<file path="config.mk">
export PLATFORM = sky130hd
export DESIGN_NAME = tictactoe_game
export DESIGN_NICKNAME = d
export VERILOG_FILES = /design/src/rtl/tictactoe_pkg.sv /design/src/rtl/tictactoe_win_check.sv /design/src/rtl/tictactoe_game.sv
export SDC_FILE = /design/constraint.sdc
export NUM_CORES = 1
export LEC_CHECK = 0
export CORE_MARGIN = 5
export CORE_UTILIZATION = 35
export DETAILED_ROUTE_END_ITERATION = 16
export PLACE_DENSITY = 0.68
export SLEW_MARGIN = 40
export SYNTH_ARGS = -nofsm -noshare
export SYNTH_HDL_FRONTEND = slang
export SYNTH_SLANG_ARGS = --single-unit
</file>
<file path="constraint.sdc">
create_clock -name clk -period 8 [get_ports clk]
set_clock_uncertainty 0.1 [all_clocks]
set_input_delay 0.8 -clock clk [delete_from_list [all_inputs] [get_ports clk]]
set_output_delay 0.8 -clock clk [all_outputs]
set_load 0.02 [all_outputs]
</file>
<file path="src/rtl/tictactoe_pkg.sv">
// Shared types and constants for the tic-tac-toe game block.
// Optional build macro: TTT_SCORE_EN (per-player win counters).
package tictactoe_pkg;

  localparam int BOARD_CELLS = 9;
  localparam int NUM_LINES   = 8;

  localparam int BTN_UP    = 0;
  localparam int BTN_DOWN  = 1;
  localparam int BTN_LEFT  = 2;
  localparam int BTN_RIGHT = 3;
  localparam int BTN_SEL   = 4;

  typedef enum logic [1:0] {
    EMPTY = 2'b00,
    X     = 2'b01,
    O     = 2'b10
  } cell_t;

  typedef enum logic [1:0] {
    IDLE = 2'd0,
    PLAY = 2'd1,
    OVER = 2'd2
  } state_t;

  typedef struct packed {
    logic win;
    logic draw;
    logic o_won;
  } result_t;

  // Three cell indices of line l, packed {a, b, c}, 4 bits each.
  function automatic logic [11:0] win_line(input int l);
    case (l)
      0:       return {4'd0, 4'd1, 4'd2};
      1:       return {4'd3, 4'd4, 4'd5};
      2:       return {4'd6, 4'd7, 4'd8};
      3:       return {4'd0, 4'd3, 4'd6};
      4:       return {4'd1, 4'd4, 4'd7};
      5:       return {4'd2, 4'd5, 4'd8};
      6:       return {4'd0, 4'd4, 4'd8};
      default: return {4'd2, 4'd4, 4'd6};
    endcase
  endfunction

  function automatic logic [3:0] cell_idx(input logic [1:0] row, input logic [1:0] col);
    return ({2'b00, row} * 4'd3) + {2'b00, col};
  endfunction

endpackage

</file>
<file path="src/rtl/tictactoe_win_check.sv">
// Combinational line/full evaluation over the registered 3x3 board.
// Optional build macro: none (see TTT_SCORE_EN in the top).
module tictactoe_win_check
  import tictactoe_pkg::*;
(
  input  logic [17:0] board,
  output logic        x_win,
  output logic        o_win,
  output logic        full
);

  logic [BOARD_CELLS-1:0][1:0] cells;
  logic [NUM_LINES-1:0]        x_line;
  logic [NUM_LINES-1:0]        o_line;
  logic [BOARD_CELLS-1:0]      occupied;

  assign cells = board;

  for (genvar l = 0; l < NUM_LINES; l++) begin : g_line
    localparam logic [11:0] L = win_line(l);
    assign x_line[l] = (cells[L[11:8]] == X) && (cells[L[7:4]] == X) && (cells[L[3:0]] == X);
    assign o_line[l] = (cells[L[11:8]] == O) && (cells[L[7:4]] == O) && (cells[L[3:0]] == O);
  end

  for (genvar i = 0; i < BOARD_CELLS; i++) begin : g_cell
    assign occupied[i] = (cells[i] != EMPTY);
  end

  assign x_win = |x_line;
  assign o_win = |o_line;
  assign full  = &occupied;

endmodule

</file>
<file path="src/rtl/tictactoe_game.sv">
// Tic-tac-toe controller: cursor movement, mark placement, win/draw hold.
// Optional build macro: TTT_SCORE_EN enables saturating per-player win counters.
module tictactoe_game
  import tictactoe_pkg::*;
(
  input  logic        clk,
  input  logic        rst,
  input  logic [4:0]  btn_pulse,
  input  logic [15:0] sw,
  output logic [15:0] led,
  output logic [63:0] grid,
  output logic        check_ok,
  output logic [7:0]  score
);

  state_t                      state_q, state_d;
  logic [BOARD_CELLS-1:0][1:0] board_q, board_d;
  logic [1:0]                  row_q, row_d;
  logic [1:0]                  col_q, col_d;
  logic                        side_q, side_d;
  result_t                     res_q, res_d;

  logic       x_win, o_win, full;
  logic [3:0] cur_idx;
  logic       unused_sw;

  assign unused_sw = ^sw[15:1];
  assign cur_idx   = cell_idx(row_q, col_q);

  tictactoe_win_check u_win_check (
    .board (board_q),
    .x_win (x_win),
    .o_win (o_win),
    .full  (full)
  );

  always_ff @(posedge clk) begin
    if (rst) begin
      state_q <= IDLE;
      board_q <= '0;
      row_q   <= 2'd1;
      col_q   <= 2'd1;
      side_q  <= 1'b0;
      res_q   <= '0;
    end else begin
      state_q <= state_d;
      board_q <= board_d;
      row_q   <= row_d;
      col_q   <= col_d;
      side_q  <= side_d;
      res_q   <= res_d;
    end
  end

  always_comb begin
    state_d = state_q;
    board_d = board_q;
    row_d   = row_q;
    col_d   = col_q;
    side_d  = side_q;
    res_d   = res_q;
    case (state_q)
      IDLE: begin
        if (btn_pulse[BTN_SEL]) begin
          board_d = '0;
          row_d   = 2'd1;
          col_d   = 2'd1;
          side_d  = sw[0];
          res_d   = '0;
          state_d = PLAY;
        end
      end
      PLAY: begin
        // A finished board blocks further input; win outranks draw on the ninth mark.
        if (x_win || o_win) begin
          res_d.win   = 1'b1;
          res_d.o_won = o_win;
          state_d     = OVER;
        end else if (full) begin
          res_d.draw = 1'b1;
          state_d    = OVER;
        end else if (btn_pulse[BTN_SEL]) begin
          if (board_q[cur_idx] == EMPTY) begin
            board_d[cur_idx] = side_q ? O : X;
            side_d           = ~side_q;
          end
        end else if (btn_pulse[BTN_UP]) begin
          if (row_q != 2'd0) row_d = row_q - 2'd1;
        end else if (btn_pulse[BTN_DOWN]) begin
          if (row_q != 2'd2) row_d = row_q + 2'd1;
        end else if (btn_pulse[BTN_LEFT]) begin
          if (col_q != 2'd0) col_d = col_q - 2'd1;
        end else if (btn_pulse[BTN_RIGHT]) begin
          if (col_q != 2'd2) col_d = col_q + 2'd1;
        end
      end
      OVER: begin
        if (btn_pulse[BTN_SEL]) begin
          board_d = '0;
          row_d   = 2'd1;
          col_d   = 2'd1;
          side_d  = 1'b0;
          res_d   = '0;
          state_d = IDLE;
        end
      end
      default: state_d = IDLE;
    endcase
  end

`ifdef TTT_SCORE_EN
  logic [3:0] x_cnt_q, o_cnt_q;
  logic       win_entry;

  assign win_entry = (state_q == PLAY) && (state_d == OVER) && res_d.win;

  always_ff @(posedge clk) begin
    if (rst) begin
      x_cnt_q <= '0;
      o_cnt_q <= '0;
    end else if (win_entry) begin
      if (res_d.o_won) begin
        if (o_cnt_q != 4'hF) o_cnt_q <= o_cnt_q + 4'd1;
      end else begin
        if (x_cnt_q != 4'hF) x_cnt_q <= x_cnt_q + 4'd1;
      end
    end
  end

  assign score = {o_cnt_q, x_cnt_q};
`else
  assign score = '0;
`endif

  assign led      = {11'b0, res_q.o_won, res_q.draw, res_q.win,
                     (state_q == PLAY) & side_q, (state_q == PLAY)};
  assign grid     = {42'b0, cur_idx, board_q};
  assign check_ok = res_q.win | res_q.draw;

endmodule

</file>
==> flow_metrics.tcl, run 1 <==
set metrics [dict create \
    drcViolationCount 0 \
    ys_top_cells_by_area "dfxtp_1 (23%), buf_4 (20%), nor4bb_1 (5.4%)" \
    setup_violations 0 \
    finalWorstSetupSlack_ns 4.121 \
    drt_iter0_markers 145 \
    cts_max_level 1 \
    fin_crit_ns 3.879 \
    synthArstFlopShare 0 \
    grt_max_degree 17 \
    grt_pass1_wl_um 8832 \
    min_path_type "reg2reg" \
    slew_headroom 0.5084 \
    critPathMaxFanout 9 \
    syn_area_um2 2396 \
    synth-seq-cells 28 \
    rsz0062_at_grt "no" \
    yosysSeqAreaShare 0.2339 \
    synth_edf_count 0 \
    cp_slowest_stage_delay_ns 0.68 \
    overflow 0 \
    gp_congestion 0.8884 \
    place_ws_ns 4.429 \
    critPathSlowestCell "fa_1" \
    p_total_mw 0.5094 \
    die_area_um2 8601 \
    cts_buffer_depth 2 \
    maxSlewViolCount 0 \
    port_buffers 35 \
    drive_gt1_frac 0.05363 \
    num_rows 30 \
    syn-instance-count 287 \
    synth_most_common_cell "buf_4" \
    gr-usage-all-layers 0.1275 \
    hold_viol_final 0 \
    final_nets 352 \
    area_growth_syn_to_layout_pct 10.70 \
    ys_warn_count 0 \
    post_cts_buffers 0 \
    cp-start-kind "register" \
    path_buf_inv 3 \
    vias 2051 \
    placed_area_um2 2574 \
    die_x_um 92.74 \
    ios 112 \
    path_clk_slew_ns 0.10 \
    wl_um 5935 \
    ys.flop_type "dfxtp_1" \
    yosys.area.top_type "dfxtp_1" \
    cts-root-buf "clkbuf_8" \
    grt_pass1_vias 1733 \
    core_area_um2 6719 \
    final_antenna_net_count 0 \
    cts_hold_buf 0 \
    critPathKind "reg2out" \
    syn_area_per_cell_um2 8.349 \
    finalCritPeriodShare 0.4849 \
    end_kind "primary output" \
    wl_per_cell_um 14.95 \
    maxCapViolations 0 \
    power_leakage_nw 1.002 \
    drt_pre_antenna_iters 4 \
    die_y_um 92.74 \
    antenna_cells 0 \
    crit_required_ns 7.10 \
    fin_area_um2 2653 \
    fmax_mhz 257.8 \
    cts_made_buffers 3 \
    synth_top_area_frac 0.2339 \
    hpwl_um 4583 \
    start_util 0.3566 \
    ys_types 53 \
    clk_latency_ns 0.28 \
    cts_resized 0 \
    cts.sinks 28 \
    critPathArrivalTime_ns 2.98 \
    tns_ns 0 \
    worstMarginPinSlew_ns 0.7271 \
    powerDensity_nw_per_um2 192.0 \
    cts_tree "done" \
    antenna_found_initial 0 \
    via_per_inst 5.166 \
    critical_path.top_delay_family "adder cells" \
    crit_chain "inv_1 -> fa_1 -> inv_1 -> ha_1 -> fa_1 -> clkdlybuf4s50_1" \
    peakVddDrop_v 0.00009049 \
    synth_common_cells "buf_4 (63), dfxtp_1 (28), inv_1 (21), nor2_1 (20), nand2_1 (19)" \
    run_status "finished clean" \
]
==> routing by layer <==
layer	wire length, um	part of all wire	track usage
met4	57	0.0096	0.02686
met2	2766	0.47	0.2097
met5	0	0	0
met3	465	0.078	0.02600
met1	2646	0.45	0.1725
==> layout make-up <==
cell class / instances / area (um^2)
Timing Repair Buffer: 35 / 350.3
Clock buffer: 3 / 41.29
Tap cell: 80 / 100.1
Fill cell: 708 / 4066
Clock inverter: 1 / 30.03
Sequential cell: 28 / 560.5
Multi-Input combinational cell: 227 / 1484
Inverter: 23 / 86.33
==> layout by cell type, fill, tap and decap left out, types with 3 or more instances in the layout <==
master	n
nand2_1	19
o21ai_1	8
nor3_1	5
a2bb2oi_1	4
inv_1	21
o32ai_1	8
o2bb2ai_1	9
clkbuf_8	3
dfxtp_1	28
a31oi_1	3
nor2_1	19
conb_1	61
nand3_1	4
nor2b_1	6
o311ai_1	4
nor4bb_1	13
clkdlybuf4s50_1	35
mux2i_1	4
nor4_1	5
xnor2_1	4
ha_1	9
==> flip-flops by register name, summed over array words and instances, names as in the netlist <==
| name | flops |
|---|---|
| row_q | 2 |
| state_q | 2 |
| grid | 18 |
| col_q | 2 |
| led | 3 |
| side_q | 1 |
==> cell families (layout without fill, tap and decap cells) <==
group | after synthesis | in the layout | synth area share
buffers and inverters | 92 | 62 | 0.2439
multiplexers | 5 | 5 | 0.02611
adder cells (fa/ha/maj) | 11 | 11 | 0.06371
AND/OR/NAND/NOR | 88 | 88 | 0.2188
other | 1 | 61 | 0.001565
XOR/XNOR | 4 | 4 | 0.01462
AO/OA/AOI/OAI | 58 | 58 | 0.1974
flip-flops | 28 | 28 | 0.2339
==> worst paths after layout <==
kind / startpoint / end / slack (ns) / depth (start not counted)
hold / removal: led[3]$_SDFFE_PP0P_ / led[3]$_SDFFE_PP0P_ / 0.39 / 2
hold reg to reg: led[3]$_SDFFE_PP0P_ / led[3]$_SDFFE_PP0P_ / 0.39 / 2
setup reg to reg: row_q[1]$_SDFFE_PP0P_ / grid[0]$_SDFFE_PP0P_ / 4.41 / 10
setup / recovery: row_q[1]$_SDFFE_PP0P_ / grid[20] / 4.12 / 6
==> through the flow <==
stage | util | hold slack, ns | instances
after floorplan | - | 0.4205 | 347
after global placement | 0.3831 | 0.3722 | 393
after detailed placement | 0.3831 | 0.3704 | 393
after CTS | 0.3937 | 0.3957 | 397
after global routing | 0.3948 | 0.4361 | 397
final | 0.3948 | 0.3907 | 397
==> tightest hold or removal path, cell delays in order (launching register included) <==
cell	delay [ns]
dfxtp_1	0.34
nand2_1	0.06
mux2i_1	0.06
==> power by group <==
part | internal [mW] | switching, mW | total [mW]
registers | 0.146 | 0.00955 | 0.156
clock network | 0.0671 | 0.0476 | 0.115
logic | 0.0866 | 0.152 | 0.239
total | 0.300 | 0.209 | 0.509
No activity file was read; power rests on OpenSTA's default activity.
==> run 2: changes to the inputs <==
==> constraint.sdc (replaced) <==
create_clock -name clk -period 3.95 [get_ports clk]
set_clock_uncertainty 0.1 [all_clocks]
set_input_delay 0.395 -clock clk [delete_from_list [all_inputs] [get_ports clk]]
set_output_delay 0.395 -clock clk [all_outputs]
set_load 0.02 [all_outputs]
==> flow_metrics.tcl, run 2 (synthesis results as in run 1) <==
set metrics [dict create \
    run_status "finished clean" \
    port_buffers 35 \
    largest_register_ffs 18 \
    cp_common_cell "inv_1" \
    num_rows 30 \
    multiInputGateArea_um2 1476 \
    powerDensity_nw_per_um2 389.3 \
    final_common_cell "conb_1" \
    area_growth_syn_to_layout_pct 11.65 \
    critPathSlowestCell "fa_1" \
    min_path_type "reg2reg" \
    antenna_found_initial 0 \
    layout.area.seq_um2 560.5 \
    tns_ns 0 \
    post_cts_buffers 0 \
    path_clk_slew_ns 0.10 \
    grt_pass1_wl_um 8970 \
    overflow 0 \
    end_kind "register" \
    dp.cells 397 \
    die_x_um 92.74 \
    finalCritPeriodShare 0.8799 \
    nFillCells 687 \
    cts_hold_buf 0 \
    gr-usage-all-layers 0.1269 \
    worstMarginPinSlew_ns 0.8721 \
    final_antenna_net_count 0 \
    peakVddDrop_v 0.0002518 \
    maxCapViolations 0 \
    critPathArrivalTime_ns 3.52 \
    cts_buffer_depth 2 \
    cts_tree "done" \
    rsz0062_at_grt "no" \
    drive_gt1_frac 0.05919 \
    cts.sinks 28 \
    final_cell_mix "conb_1 (61), clkdlybuf4s50_1 (35), dfxtp_1 (28)" \
    fin_cells 401 \
    via_per_inst 5.002 \
    cts_made_buffers 3 \
    vias 2006 \
    gp_congestion 0.8805 \
    core_area_um2 6719 \
    maxSlewViolCount 0 \
    ios 112 \
    power_leakage_nw 1.022 \
    grt_max_degree 17 \
    die_area_um2 8601 \
    cts_max_level 1 \
    drcViolationCount 0 \
    fmax_mhz 287.7 \
    final_nets 356 \
    drt_pre_antenna_iters 4 \
    crit_required_ns 4.00 \
    cts_resized 0 \
    cp_slowest_stage_delay_ns 0.55 \
    slew_headroom 0.4164 \
    clk_latency_ns 0.28 \
    cp-start-kind "register" \
    wl_per_cell_um 14.68 \
    wl_um 5885 \
    hpwl_um 4542 \
    setup_violations 0 \
    fin_crit_ns 3.476 \
    die_y_um 92.74 \
    cts-root-buf "clkbuf_8" \
    critPathKind "reg2reg" \
    critPathMaxFanout 9 \
    antenna_cells 0 \
    crit_chain "inv_1 -> fa_1 -> inv_1 -> ha_1 -> mux4_2 -> o21ai_1 -> nand4_1 -> a31oi_2 -> or3_1 -> o32ai_1" \
    start_util 0.3566 \
    hold_viol_final 0 \
    drt_iter0_markers 168 \
    grt_pass1_vias 1798 \
]
## run 2: changes by cell type in the layout (fill, tap and decap cells not counted)
cell / before / now
nor3_1: 5 / 6
nor3_2: 1 / 0
buf_4: 0 / 4
nor2_2: 1 / 0
nor2_1: 19 / 20
## run 2: worst max-delay path, delay by kind of cell, from the launching register on
kind                       cells  cell delay (ns)
and+or+nand+nor                2             0.56
AOI/OAI and AO/OA              3             0.61
DFF                            1             0.45
muxes                          1             0.53
adders and majority gates      2             0.93
buffers and inverters          2             0.16
## run 2: cell type report
cell class              instances  share of cell area
inverters                      23             0.03227
multi-input cells             227              0.5519
well taps                      80             0.03742
flip-flops and latches         28              0.2095
repair buffers                 39              0.1422
clock buffers                   3             0.01543
clock inverters                 1             0.01123
## run 2: path summary, 6_finish.rpt
path,start,end,slack [ns],cells past startpoint
max,row_q[1]$_SDFFE_PP0P_,grid[7]$_SDFFE_PP0P_,0.47,10
min,led[3]$_SDFFE_PP0P_,led[3]$_SDFFE_PP0P_,0.39,2
max reg2reg,row_q[1]$_SDFFE_PP0P_,grid[7]$_SDFFE_PP0P_,0.47,10
min reg2reg,led[3]$_SDFFE_PP0P_,led[3]$_SDFFE_PP0P_,0.39,2
## run 2: metal layers
metal  track usage  part of all wire
met5             0                 0
met4       0.02930            0.0087
met3       0.02681             0.084
met2        0.1994              0.45
met1        0.1776              0.46
## run 2: per-stage QoR
stage	hold WS [ns]	area [um^2]	util	power, mW	worst slack (ns)
after floorplan	0.4173	2621	-	0.7236	0.5865
after global placement	0.3718	2604	0.3875	0.8047	0.5188
after detailed placement	0.3684	2604	0.3875	0.8164	0.4583
after CTS	0.3893	2675	0.3981	1.045	0.4272
after global routing	0.4306	2675	0.3981	1.103	0.2165
final	0.3872	2675	0.3981	1.041	0.4745
## run 2: where the power goes
group          switching (mW)  total, mW  leakage (nW)  internal, mW
Clock                  0.0937      0.229        0.0357         0.136
Sequential             0.0195      0.316         0.227         0.296
Combinational           0.312      0.496         0.759         0.184
